$ cat src/rtl/alu_arbiter.sv
// alu_arbiter: shares one external combinational 32-bit ALU among NUM_REQ requesters.
//
// Requests are arbitrated round-robin. The winner's op and operands are registered onto
// alu_op/alu_a/alu_b. One cycle later the ALU result is captured and returned to the winner
// under a held valid/ready response. Unsupported ops (4, 12..15) return resp_data=0 and
// resp_err=1.
//
// Ports:
//   clock, reset_L           clock (rising edge) and asynchronous active-low reset
//   req_valid/req_ready      per-requester request handshake (req_ready at most one-hot)
//   req_op/req_a/req_b       packed per-requester op (4b) and operands (32b)
//   resp_valid/resp_ready    one-hot response valid to the owner, per-requester accept
//   resp_data/resp_err       captured result / unsupported-op flag
//   alu_op/alu_a/alu_b       registered ALU inputs
//   alu_res                  ALU result
//   busy                     high whenever the FSM is not idle
//
// Optional feature macro: ALU_ARB_LOCK_EN adds req_lock[NUM_REQ-1:0]. A request that is
// accepted with its lock bit set makes that requester the only eligible winner. The lock is
// released by that requester's next request accepted with the lock bit clear.
module alu_arbiter #(
    parameter int unsigned NUM_REQ = 4
) (
    input  logic                   clock,
    input  logic                   reset_L,
    input  logic [NUM_REQ-1:0]     req_valid,
    output logic [NUM_REQ-1:0]     req_ready,
    input  logic [4*NUM_REQ-1:0]   req_op,
    input  logic [32*NUM_REQ-1:0]  req_a,
    input  logic [32*NUM_REQ-1:0]  req_b,
`ifdef ALU_ARB_LOCK_EN
    input  logic [NUM_REQ-1:0]     req_lock,
`endif
    output logic [NUM_REQ-1:0]     resp_valid,
    input  logic [NUM_REQ-1:0]     resp_ready,
    output logic [31:0]            resp_data,
    output logic                   resp_err,
    output logic [3:0]             alu_op,
    output logic [31:0]            alu_a,
    output logic [31:0]            alu_b,
    input  logic [31:0]            alu_res,
    output logic                   busy
);

    localparam int unsigned IdxW = (NUM_REQ > 1) ? $clog2(NUM_REQ) : 1;

    typedef enum logic [1:0] {StIdle, StExec, StResp} state_e;

    state_e             r_state, w_state_next;
    logic [IdxW-1:0]    r_ptr, r_owner;
    logic [3:0]         r_alu_op;
    logic [31:0]        r_alu_a, r_alu_b;
    logic [NUM_REQ-1:0] r_resp_valid;
    logic [31:0]        r_resp_data;
    logic               r_resp_err;

    logic [NUM_REQ-1:0] w_cand;
    logic               w_win_found;
    logic [IdxW-1:0]    w_win_idx;
    int unsigned        w_scan;
    logic               w_resp_hs;
    logic               w_can_accept;
    logic               w_accept;
    logic               w_unsupported;

`ifdef ALU_ARB_LOCK_EN
    logic               r_locked;
    logic [IdxW-1:0]    r_lock_owner;
`endif

    // Round-robin search starting just after the last winner.
    always_comb begin
        w_cand = req_valid;
`ifdef ALU_ARB_LOCK_EN
        if (r_locked) begin
            w_cand = req_valid & (NUM_REQ'(1) << r_lock_owner);
        end
`endif
        w_win_found = 1'b0;
        w_win_idx   = '0;
        w_scan      = 0;
        for (int unsigned i = 1; i <= NUM_REQ; i++) begin
            w_scan = (32'(r_ptr) + i) % NUM_REQ;
            if (!w_win_found && w_cand[IdxW'(w_scan)]) begin
                w_win_found = 1'b1;
                w_win_idx   = IdxW'(w_scan);
            end
        end
    end

    // Only the owner's resp_ready matters; a new request can ride on the response handshake.
    assign w_resp_hs    = (r_state == StResp) && resp_ready[r_owner];
    assign w_can_accept = (r_state == StIdle) || w_resp_hs;
    assign w_accept     = w_can_accept && w_win_found;
    assign w_unsupported = (r_alu_op == 4'd4) || (r_alu_op >= 4'd12);

    always_comb begin
        w_state_next = r_state;
        unique case (r_state)
            StIdle: if (w_accept) w_state_next = StExec;
            StExec: w_state_next = StResp;
            StResp: begin
                if (w_resp_hs) begin
                    w_state_next = w_accept ? StExec : StIdle;
                end
            end
            default: w_state_next = StIdle;
        endcase
    end

    always_ff @(posedge clock or negedge reset_L) begin
        if (!reset_L) begin
            r_state      <= StIdle;
            r_ptr        <= IdxW'(NUM_REQ - 1);
            r_owner      <= '0;
            r_alu_op     <= '0;
            r_alu_a      <= '0;
            r_alu_b      <= '0;
            r_resp_valid <= '0;
            r_resp_data  <= '0;
            r_resp_err   <= 1'b0;
        end else begin
            r_state <= w_state_next;
            if (w_accept) begin
                r_owner  <= w_win_idx;
                r_ptr    <= w_win_idx;
                r_alu_op <= req_op[4*w_win_idx +: 4];
                r_alu_a  <= req_a[32*w_win_idx +: 32];
                r_alu_b  <= req_b[32*w_win_idx +: 32];
            end
            if (r_state == StExec) begin
                r_resp_valid <= NUM_REQ'(1) << r_owner;
                r_resp_data  <= w_unsupported ? 32'd0 : alu_res;
                r_resp_err   <= w_unsupported;
            end else if (w_resp_hs) begin
                r_resp_valid <= '0;
            end
        end
    end

`ifdef ALU_ARB_LOCK_EN
    // Every accept while locked comes from the lock owner, so the new lock bit decides.
    always_ff @(posedge clock or negedge reset_L) begin
        if (!reset_L) begin
            r_locked     <= 1'b0;
            r_lock_owner <= '0;
        end else if (w_accept) begin
            r_locked     <= req_lock[w_win_idx];
            r_lock_owner <= w_win_idx;
        end
    end
`endif

    // Gated by reset so every output reads 0 while reset is held.
    assign req_ready  = (w_accept && reset_L) ? (NUM_REQ'(1) << w_win_idx) : '0;
    assign resp_valid = r_resp_valid;
    assign resp_data  = r_resp_data;
    assign resp_err   = r_resp_err;
    assign alu_op     = r_alu_op;
    assign alu_a      = r_alu_a;
    assign alu_b      = r_alu_b;
    assign busy       = (r_state != StIdle);

endmodule
$ cat config.mk
export PLATFORM = sky130hd
export DESIGN_NAME = alu_arbiter
export DESIGN_NICKNAME = d
export VERILOG_FILES = /design/src/rtl/alu_arbiter.sv
export SDC_FILE = /design/constraint.sdc
export NUM_CORES = 1
export LEC_CHECK = 0
export ABC_AREA = 1
export BUFFER_PORTS_ARGS = -buffer_cell sky130_fd_sc_hd__buf_2
export CAP_MARGIN = 20
export CORE_AREA = 5 5 162 164
export CTS_BUF_LIST = sky130_fd_sc_hd__clkbuf_8
export DETAILED_ROUTE_END_ITERATION = 16
export DIE_AREA = 0 0 167 169
export GPL_TIMING_DRIVEN = 0
export RECOVER_POWER = 25
export SLEW_MARGIN = 15
export SYNTH_ARGS = -nofsm -noshare
export SYNTH_HDL_FRONTEND = slang
export SYNTH_SLANG_ARGS = --single-unit
$ cat constraint.sdc
create_clock -name clock -period 1.7 [get_ports clock]
set_input_delay 0.085 -clock clock [delete_from_list [all_inputs] [get_ports clock]]
set_output_delay 0.085 -clock clock [all_outputs]
set_load 0.005 [all_outputs]
==> metrics, run 1 <==
synthesized cell area 7587 um2; RSZ-0062 raised after global routing yes; Worst setup startpoint r_ptr[0]; endpoints failing hold 0; failing checks negative setup slack; Routed WL per cell 18.58 um; vias in the first global route 9583; status complete, but fails checks; Placed Cells 1915; Layout Cells excl Fill 2000; design area 11610 um2; Max Clock Skew 0.02322 ns; total iterations of the first detailed-routing run 5; post-route ant nets 0; # setup viols final 77; worst-margin pin slew 1.281 ns; HP Start req_a[22]; Overall Global Routing Usage 24.65%; Period minus WS final 2.446 ns; Syn Inst Count 1161; area delta synth->final 53.05%; Mapped Nets 1475; CP Capture Type output port; Arr. time, crit path 2.36 ns; clock slew seen by the registers of the worst setup and hold paths 0.15 ns; Worst Path Class, Setup reg2out; Max FO, Critical Path 8; Area after DPL 10200 um2; Slew headroom 14.63%; Die X 167 um; Max VDD drop 1092 uV; Critical Path Source Type register; Net count, final 1975; number of synthesized flops with an enable pin 0; final setup margin -0.7461 ns; TritonCTS clock tree yes; die area 28220 um2; register area share after synthesis 36.64%; number of synthesized register bits 111; clock latency at the later pin of the worst-skew pair 0.41 ns; Clock Root Buffer clkbuf_8; largest net degree at the start of global routing 66; synth unique cells 25; Port-buffer cells 423; fin. max-slew vios 0; Initial Util 30.66%; Avg Cell Area, Syn 6.535 um2; vias 9751; share of cells above drive strength 1 37.33%; asr flop ratio synth 100.0%; Iter 0 DRT Violations 651; cts bufs inserted 9; fmax 0.4088 GHz; pwr dens 2813 nW/um2; DP HPWL 28070 um; via-per-instance ratio 4.876; static leakage 0.006920 uW; Synth Flop Type dfrtp_1; H-tree levels 3; post-route DRC violation count 0; initial antenna violation count 6; reg2reg start r_ptr[0]; maximum buffer depth of the clock tree 2; first-pass GRT wire length 54540 um; num rows 58; crit share post-route 143.9%; Max-cap violations 0; number of clock sinks 111; die height 169 um; final wirelength 37160 um; GPL Wtd Cong 0.9061; Hold Crit Class in2reg; core area 24750 um2; Ports 424; gr ovfl total 0; Required @ worst endpoint 1.62 ns; YS warnings 0
area by class of cell:
class | count | area [um2]
Timing Repair Buffer | 489 | 2879
Multi-Input combinational cell | 938 | 4309
Buffer | 97 | 922.1
Fill cell | 2660 | 13130
Clock buffer | 9 | 123.9
Inverter | 15 | 76.32
Sequential cell | 111 | 2780
Tap cell | 330 | 412.9
Clock inverter | 7 | 98.84
Antenna cell | 4 | 10.01
state kept, by name, indices dropped and copies added, names as in the netlist:
| name | cells |
|---|---|
| alu_a | 32 |
| alu_b | 32 |
| alu_op | 4 |
| r_owner | 2 |
| r_ptr | 2 |
| r_state | 2 |
| resp_data | 32 |
| resp_err | 1 |
| resp_valid | 4 |
critical path: stages, from the launching register on:
cell and delay (ns):
dfstp_2 0.56, buf_8 0.14, nand2_1 0.10, nand2_4 0.09, nand2_4 0.06, nand2_4 0.09, nor2_4 0.05, nand2_1 0.07
nor2_2 0.05, a21oi_4 0.26, inv_4 0.06, buf_8 0.13, nor3_1 0.15, buf_2 0.14
logic make-up after synthesis:
family | Yosys count | share of synthesized area (%)
simple gates | 899 | 49.95
buf+inv | 112 | 9.070
flops | 111 | 36.64
compound gates | 39 | 4.337
metrics by stage:
stage	power, uW	setup slack, ns	utilization, %	TNS, ns	hold slack, ns
after floorplan	19870	-0.1947	-	-14.03	-0.2106
after global placement	26730	-1.457	41.10	-151.19	0.3019
after detailed placement	26930	-0.7280	41.24	-49.73	0.06023
after CTS	30560	-0.7736	45.00	-49.06	0.02242
after global routing	35760	-0.8734	46.93	-64.62	0.04760
final	32660	-0.7461	46.93	-49.62	0.04382
power by group:
part,internal (uW),total [uW],switching [uW]
registers,4010,4760,746
clock network,631,1830,1200
logic,10700,26100,15300
cells in the mapped netlist (3+ instances only):
library cell / number / area share [%]
a22o_1: 32 / 3.7
buf_1: 3 / 0.15
buf_2: 56 / 3.7
buf_4: 8 / 0.79
buf_6: 22 / 3.3
clkbuf_1: 8 / 0.40
dfrtp_1: 109 / 36
inv_1: 8 / 0.40
inv_2: 6 / 0.30
nand2_1: 726 / 36
nand2_2: 5 / 0.41
nand3_1: 15 / 0.99
nand3_2: 3 / 0.40
nand4_1: 136 / 11
nor2_1: 6 / 0.30
nor3_1: 4 / 0.26
o21ai_0: 5 / 0.33
per-layer routing:
metal  part of all wire [%]  up-vias  global-route usage, %  wire length [um]
met3                    7.8       45                  5.932              2900
met1                     41     4508                  31.24             15410
li1                       -     4769                      -                 -
met5                  0.057        -                      0                21
met2                     49      425                  41.97             18030
met4                    2.1        4                  7.115               798
what timing repair did:
action | CTS | global route
gates resized for setup | 63 | 96
hold endpoints to repair | 80 | 0
hold buffers | 35 | 0
endpoints found under the setup margin | 107 | 100
pin swaps | 11 | 21
buffers inserted | 18 | 6
cloned | 0 | 6
worst paths after layout:
kind,to,slack (ns),cells past startpoint
max,req_ready[1],-0.75,13
min,alu_a[22],0.04,7
max reg2reg,alu_b[20],-0.71,20
min reg2reg,alu_b[30],0.49,2
max in group asynchronous,alu_b[22],0.17,3
min in group asynchronous,alu_a[22],0.33,3
placed cells by master, fill, tap and decap left out, types with 2 or more instances in the layout:
| cell | synthesis | final |
|---|---|---|
| nand3_2 | 3 | 2 |
| inv_12 | 0 | 3 |
| nand4_1 | 136 | 136 |
| a22o_1 | 32 | 32 |
| nand2_4 | 1 | 9 |
| dfstp_2 | 2 | 2 |
| clkbuf_4 | 0 | 8 |
| diode_2 | 0 | 4 |
| inv_2 | 6 | 4 |
| nor2_4 | 1 | 2 |
| inv_1 | 8 | 6 |
| clkbuf_2 | 0 | 7 |
| buf_12 | 0 | 11 |
| clkbuf_8 | 0 | 9 |
| nand3_1 | 15 | 14 |
| buf_4 | 8 | 35 |
| dlygate4sd3_1 | 0 | 34 |
| clkbuf_16 | 0 | 6 |
| dfrtp_1 | 109 | 109 |
| buf_8 | 0 | 15 |
| inv_6 | 0 | 3 |
| inv_4 | 1 | 3 |
| buf_2 | 56 | 443 |
| nand2_1 | 726 | 698 |
| clkbuf_1 | 8 | 4 |
| nand2_8 | 0 | 2 |
| nor3_2 | 0 | 2 |
| nor2_1 | 6 | 5 |
| nand2_2 | 5 | 23 |
| o21ai_0 | 5 | 3 |
| clkinv_8 | 0 | 2 |
| nand3_4 | 0 | 2 |
| buf_6 | 22 | 22 |
No activity file was read; power rests on OpenSTA's default activity.
==> run 2: changes to the inputs <==
Settings changed: CORE_AREA 5 5 162 164 to 5 5 160 162, DIE_AREA 0 0 167 169 to 0 0 165 167.
Clock period 1.7 ns to 2.4 ns, I/O delays scaled along.
==> run 2 against run 1 <==
Against the previous run:
- the flow still finishes with violations (negative setup slack)
- critical endpoint is now req_ready[3]
- routed wire length shrank 0.45%
- sequential cell count unchanged
- clock skew is 0.0044 ns lower
==> metrics, run 2 (synthesis gave the netlist of run 1 again) <==
Required @ worst endpoint 2.28 ns; worst-margin pin slew 1.319 ns; Critical Path Source Type register; die height 167 um; pwr dens 1940 nW/um2; number of clock sinks 111; CP top delay family simple AND/OR/NAND/NOR gates; post-route ant nets 0; H-tree levels 3; Max FO, Critical Path 13; slowest cell on the critical path dfstp_2; CP Capture Type output port; Worst Path Class, Setup reg2out; gr ovfl total 0; Max Clock Skew 0.01883 ns; share of cells above drive strength 1 36.73%; via-per-instance ratio 4.888; Routed WL per cell 18.56 um; die area 27560 um2; DP HPWL 27500 um; num rows 57; Clock Root Buffer clkbuf_8; hold path cells 4; initial antenna violation count 5; core area 23960 um2; design area 11490 um2; post-route DRC violation count 0; final setup margin -0.1302 ns; crit share post-route 105.4%; fmax 0.3952 GHz; Max VDD drop 823.6 uV; clock slew seen by the registers of the worst setup and hold paths 0.14 ns; Worst R2R Setup Slack -0.08 ns; total iterations of the first detailed-routing run 6; area delta synth->final 51.48%; Hold Crit Class in2reg; TritonCTS clock tree yes; vias in the first global route 9577; TNS Setup -2.188 ns; commonest non-fill, non-tap cell in the layout nand2_1; worst r2r dst alu_a[28]; buffers plus inverters on the worst setup path 4; final wirelength 36990 um; maximum buffer depth of the clock tree 2; cell chain of the critical path buf_8, inv_8, nand2_2, nand2_2, nand2_2, nand2_4, nor2_4, nand2_2, nor2_4, a21oi_4, buf_8, nor3_2, buf_2; GPL Wtd Cong 0.9042; reg2reg start r_ptr[0]; status complete, but fails checks; WHS 0.04455 ns; Overall Global Routing Usage 24.89%; Slew headroom 12.05%; Iter 0 DRT Violations 646; failing checks negative setup slack; first-pass GRT wire length 52920 um; commonest cells after routing, fill and taps aside nand2_1, buf_2, nand4_1; fin. max-slew vios 0; Arr. time, crit path 2.41 ns; Initial Util 31.66%; Period minus WS final 2.530 ns; Die X 165 um; vias 9741; HP Start resp_ready[1]; Net count, final 1975; Critical Path Max Stage Delay 0.56 ns; endpoints failing hold 0; RSZ-0062 raised after global routing yes; cts bufs inserted 9; Area after DPL 10140 um2; r2r worst-path depth 18; Max-cap violations 0; cell mode on critical path nand2_2; clock latency at the later pin of the worst-skew pair 0.40 ns; largest net degree at the start of global routing 60; static leakage 0.006880 uW; Ports 424; Port-buffer cells 423; Hold EP r_state[1]; # setup viols final 57
==> run 2: power by group <==
| part | switching, uW | total (uW) | leakage [uW] | internal [uW] |
|---|---|---|---|---|
| Sequential | 528 | 3370 | 0.00139 | 2840 |
| Clock | 836 | 1280 | 0.000109 | 447 |
| Combinational | 10800 | 17600 | 0.00538 | 6880 |
| Total | 12100 | 22300 | 0.00688 | 10200 |
==> run 2: worst reg2reg max path, stage by stage, from the launching register on <==
cell and delay (ns):
dfstp_2 0.56, buf_8 0.14, inv_8 0.06, nand2_2 0.06, nand2_2 0.06, nand2_2 0.11, nand2_4 0.07, nor2_4 0.15
nand3_4 0.14, buf_12 0.16, buf_4 0.15, clkbuf_16 0.19, clkbuf_16 0.17, nand4_1 0.08, nand2_1 0.06, nand2_1 0.05
nand2_1 0.05, nand2_1 0.08, nand2_1 0.06
==> run 2: timing repair <==
| item | CTS | global route |
|---|---|---|
| pin swaps | 11 | 34 |
| endpoints found under the setup margin | 73 | 73 |
| hold buffers | 36 | 0 |
| resized for setup | 46 | 76 |
| cloned | 0 | 9 |
| buffers inserted | 20 | 3 |
| endpoints found under the hold margin | 85 | 0 |
==> run 2: worst max-delay path by stage <==
stage / to / slack, ns / cells past startpoint / from
final: req_ready[3] / -0.13 / 13 / r_ptr[0]
after global routing: req_ready[0] / -0.26 / 12 / r_ptr[0]
after detailed placement: req_ready[0] / -0.16 / 14 / r_ptr[0]
after floorplan: req_ready[0] / 0.47 / 13 / r_ptr[1]
after global placement: req_ready[0] / -0.94 / 4 / reset_L
after CTS: req_ready[3] / -0.13 / 15 / r_ptr[0]
==> run 2: area by class of cell <==
class	count	area, um2
fillers	2511	12470
flip-flops and latches	111	2780
diodes	3	7.507
clock inverters	7	98.84
inverters	15	76.32
plain buffers	94	789.5
clock buffers	9	123.9
repair buffers	492	2924
well taps	324	405.4
multi-input cells	938	4288
==> run 2: routing by layer <==
metal | global-route usage (%) | up-vias | part of all wire [%]
met1 | 31.05 | 4489 | 40
li1 | - | 4773 | -
met2 | 42.93 | 420 | 50
met3 | 5.512 | 53 | 7.8
met4 | 7.016 | 6 | 2.0
met5 | 0 | - | 0.089
==> run 2: through the flow <==
step           utilization, %  worst slack, ns  power (uW)  cells
6_report                47.96          -0.1302       22300   1993
5_1_grt                 47.95          -0.2617       24410   1992
4_1_cts                 46.15          -0.1257       21280   1978
3_5_place_dp            42.33          -0.1596       18940   1909
3_3_place_gp            42.19          -0.9399       18800   1908
2_1_floorplan               -           0.4672       13890   1161
==> run 3: changes to the inputs <==
Settings changed: ABC_AREA 1 to default.
==> run 3 against run 2 <==
Against the previous run:
- the run now ends clean
- clock power down 6%
- critical path depth down 6
- synthesized cell count down 40%
- first-iteration DRC count down 27%
- sequential power about the same
- via count down 20%
- maximum frequency up 8.4%
- critical endpoint is now alu_a[19]
- clock skew up 0.0019 ns
- sequential share of layout area up 4.7 points
==> metrics, run 3 <==
die height 167 um; Arr. time, crit path 2.66 ns; Syn Inst Count 691; number of synthesized register bits 111; cts bufs inserted 9; Ports 424; Max FO, Critical Path 10; highest metal used met5; maximum buffer depth of the clock tree 2; Period minus WS final 2.334 ns; post-route ant nets 0; number of synthesized flops with an enable pin 0; Slew headroom 58.56%; Max Clock Skew 0.02075 ns; DP HPWL 24600 um; synth unique cells 38; commonest cells after routing, fill and taps aside buf_2, dfrtp_1, nor2_1; crit share post-route 97.25%; initial antenna violation count 5; largest net degree at the start of global routing 61; Routed WL per cell 21.89 um; endpoints failing hold 0; Iter 0 DRT Violations 474; Net count, final 1480; TritonCTS clock tree yes; Worst Path Class, Setup reg2reg; Mapped Nets 1005; # setup viols final 0; Max-cap violations 0; core area 23960 um2; Overall Global Routing Usage 22.65%; commonest non-fill, non-tap cell in the layout buf_2; static leakage 0.004773 uW; final wirelength 32750 um; register area share after synthesis 44.30%; Critical Path Source Type register; H-tree levels 3; Critical Path Max Stage Delay 0.56 ns; slowest cell on the critical path dfstp_2; GPL Wtd Cong 0.9406; metal2 WL 15220 um; vias 7764; dominant cells by area after synthesis dfrtp_1, a21boi_0, a22oi_1; cell chain of the critical path mux2_2, a22oi_2, buf_6, clkbuf_1, and3_1, o21ai_1, a31oi_1; via-per-instance ratio 5.190; Hold Crit Class in2reg; Initial Util 26.19%; num rows 57; post-route DRC violation count 0; vias in the first global route 7871; synth cell count leaders dfrtp_1, nor2_1, and3_1; synthesized cell area 6276 um2; Clock Root Buffer clkbuf_8; wire length on met3 2774 um; fin. max-slew vios 0; fmax 0.4284 GHz; Synth area leader dfrtp_1; share of cells above drive strength 1 44.66%; TNS Setup 0 ns; pwr dens 1145 nW/um2; PnR Total Power 11030 uW; Port-buffer cells 421; Required @ worst endpoint 2.73 ns; Avg Cell Area, Syn 9.083 um2; Yosys top cell area share 43.46%; RSZ-0062 raised after global routing yes; CP Capture Type register; worst-margin pin slew 0.6217 ns; status finished clean; Synth Flop Type dfrtp_1; clock latency at the later pin of the worst-skew pair 0.40 ns; number of clock sinks 111; asr flop ratio synth 100.0%; first-pass GRT wire length 47600 um; total iterations of the first detailed-routing run 5; YS warnings 0; routed length on met1 13990 um; area delta synth->final 53.43%; Max VDD drop 372.2 uV; top-count cell post-synth dfrtp_1; clock slew seen by the registers of the worst setup and hold paths 0.13 ns; Worst R2R Setup Slack 0.07 ns; die area 27560 um2; Die X 165 um; gr ovfl total 0
==> run 3: per-layer routing <==
metal  track usage (%)  vias up
li1                  -     3552
met1             30.34     3748
met2             36.47      408
met3             5.660       52
met4             5.823        4
met5                 0        -
==> run 3: worst paths after layout <==
path                               start             to  cells after the start
max in group asynchronous        reset_L       r_ptr[0]                      3
hold / removal                 req_b[98]       alu_b[2]                      3
min in group asynchronous        reset_L      alu_a[27]                      2
setup reg to reg                r_ptr[1]      alu_a[19]                      7
hold reg to reg            resp_valid[0]  resp_valid[0]                      2
setup / recovery                r_ptr[1]      alu_a[19]                      7
==> run 3: logic make-up after synthesis <==
logic type             count (synthesis)  synth area share [%]
AOI/OAI and AO/OA                    334                 36.70
and+or+nand+nor                      161                 12.82
DFF                                  111                 44.30
buffers and inverters                 83                 5.642
muxes                                  2                0.5382
==> run 3: area by class of cell <==
cell class	instances	area (um2)
buffer	71	405.4
antenna	1	2.502
tap	324	405.4
fill	2516	14330
clock buffer	9	123.9
timing repair buffer	470	2613
multi-input combinational	497	3196
inverter	6	26.28
sequential	111	2780
clock inverter	7	77.57
==> run 3: power by group <==
part           switching (uW)  total (uW)  internal, uW
clock network             787        1200           412
logic                    3720        6450          2730
registers                 563        3380          2820
total                    5070       11000          5960
==> run 3: through the flow <==
step | hold WS, ns | area [um2] | instances | worst slack, ns | utilization (%)
2_1_floorplan | -0.1756 | 6276 | 691 | 0.5065 | -
3_3_place_gp | 0.3367 | 8788 | 1436 | -0.4967 | 36.68
3_5_place_dp | 0.1253 | 8833 | 1438 | -0.4813 | 36.86
4_1_cts | 0.009356 | 9545 | 1494 | -0.01904 | 39.83
5_1_grt | 0.01866 | 9629 | 1496 | -0.01313 | 40.18
6_report | 0.03428 | 9629 | 1496 | 0.06593 | 40.18
==> run 3: what timing repair did <==
action                                  in CTS  in global routing
hold buffers                                33                  0
gates resized for setup                     34                 45
setup buffers                                8                  6
hold endpoints to repair                    83                  0
pin swaps                                    2                  4
endpoints found under the setup margin      72                 67
==> run 3: critical path, delay by kind of cell, from the launching register on <==
family          cells  cell delay, ns
simple gates        1            0.22
compound gates      3            0.51
mux                 1            0.34
flops               1            0.56
buf+inv             2            0.63
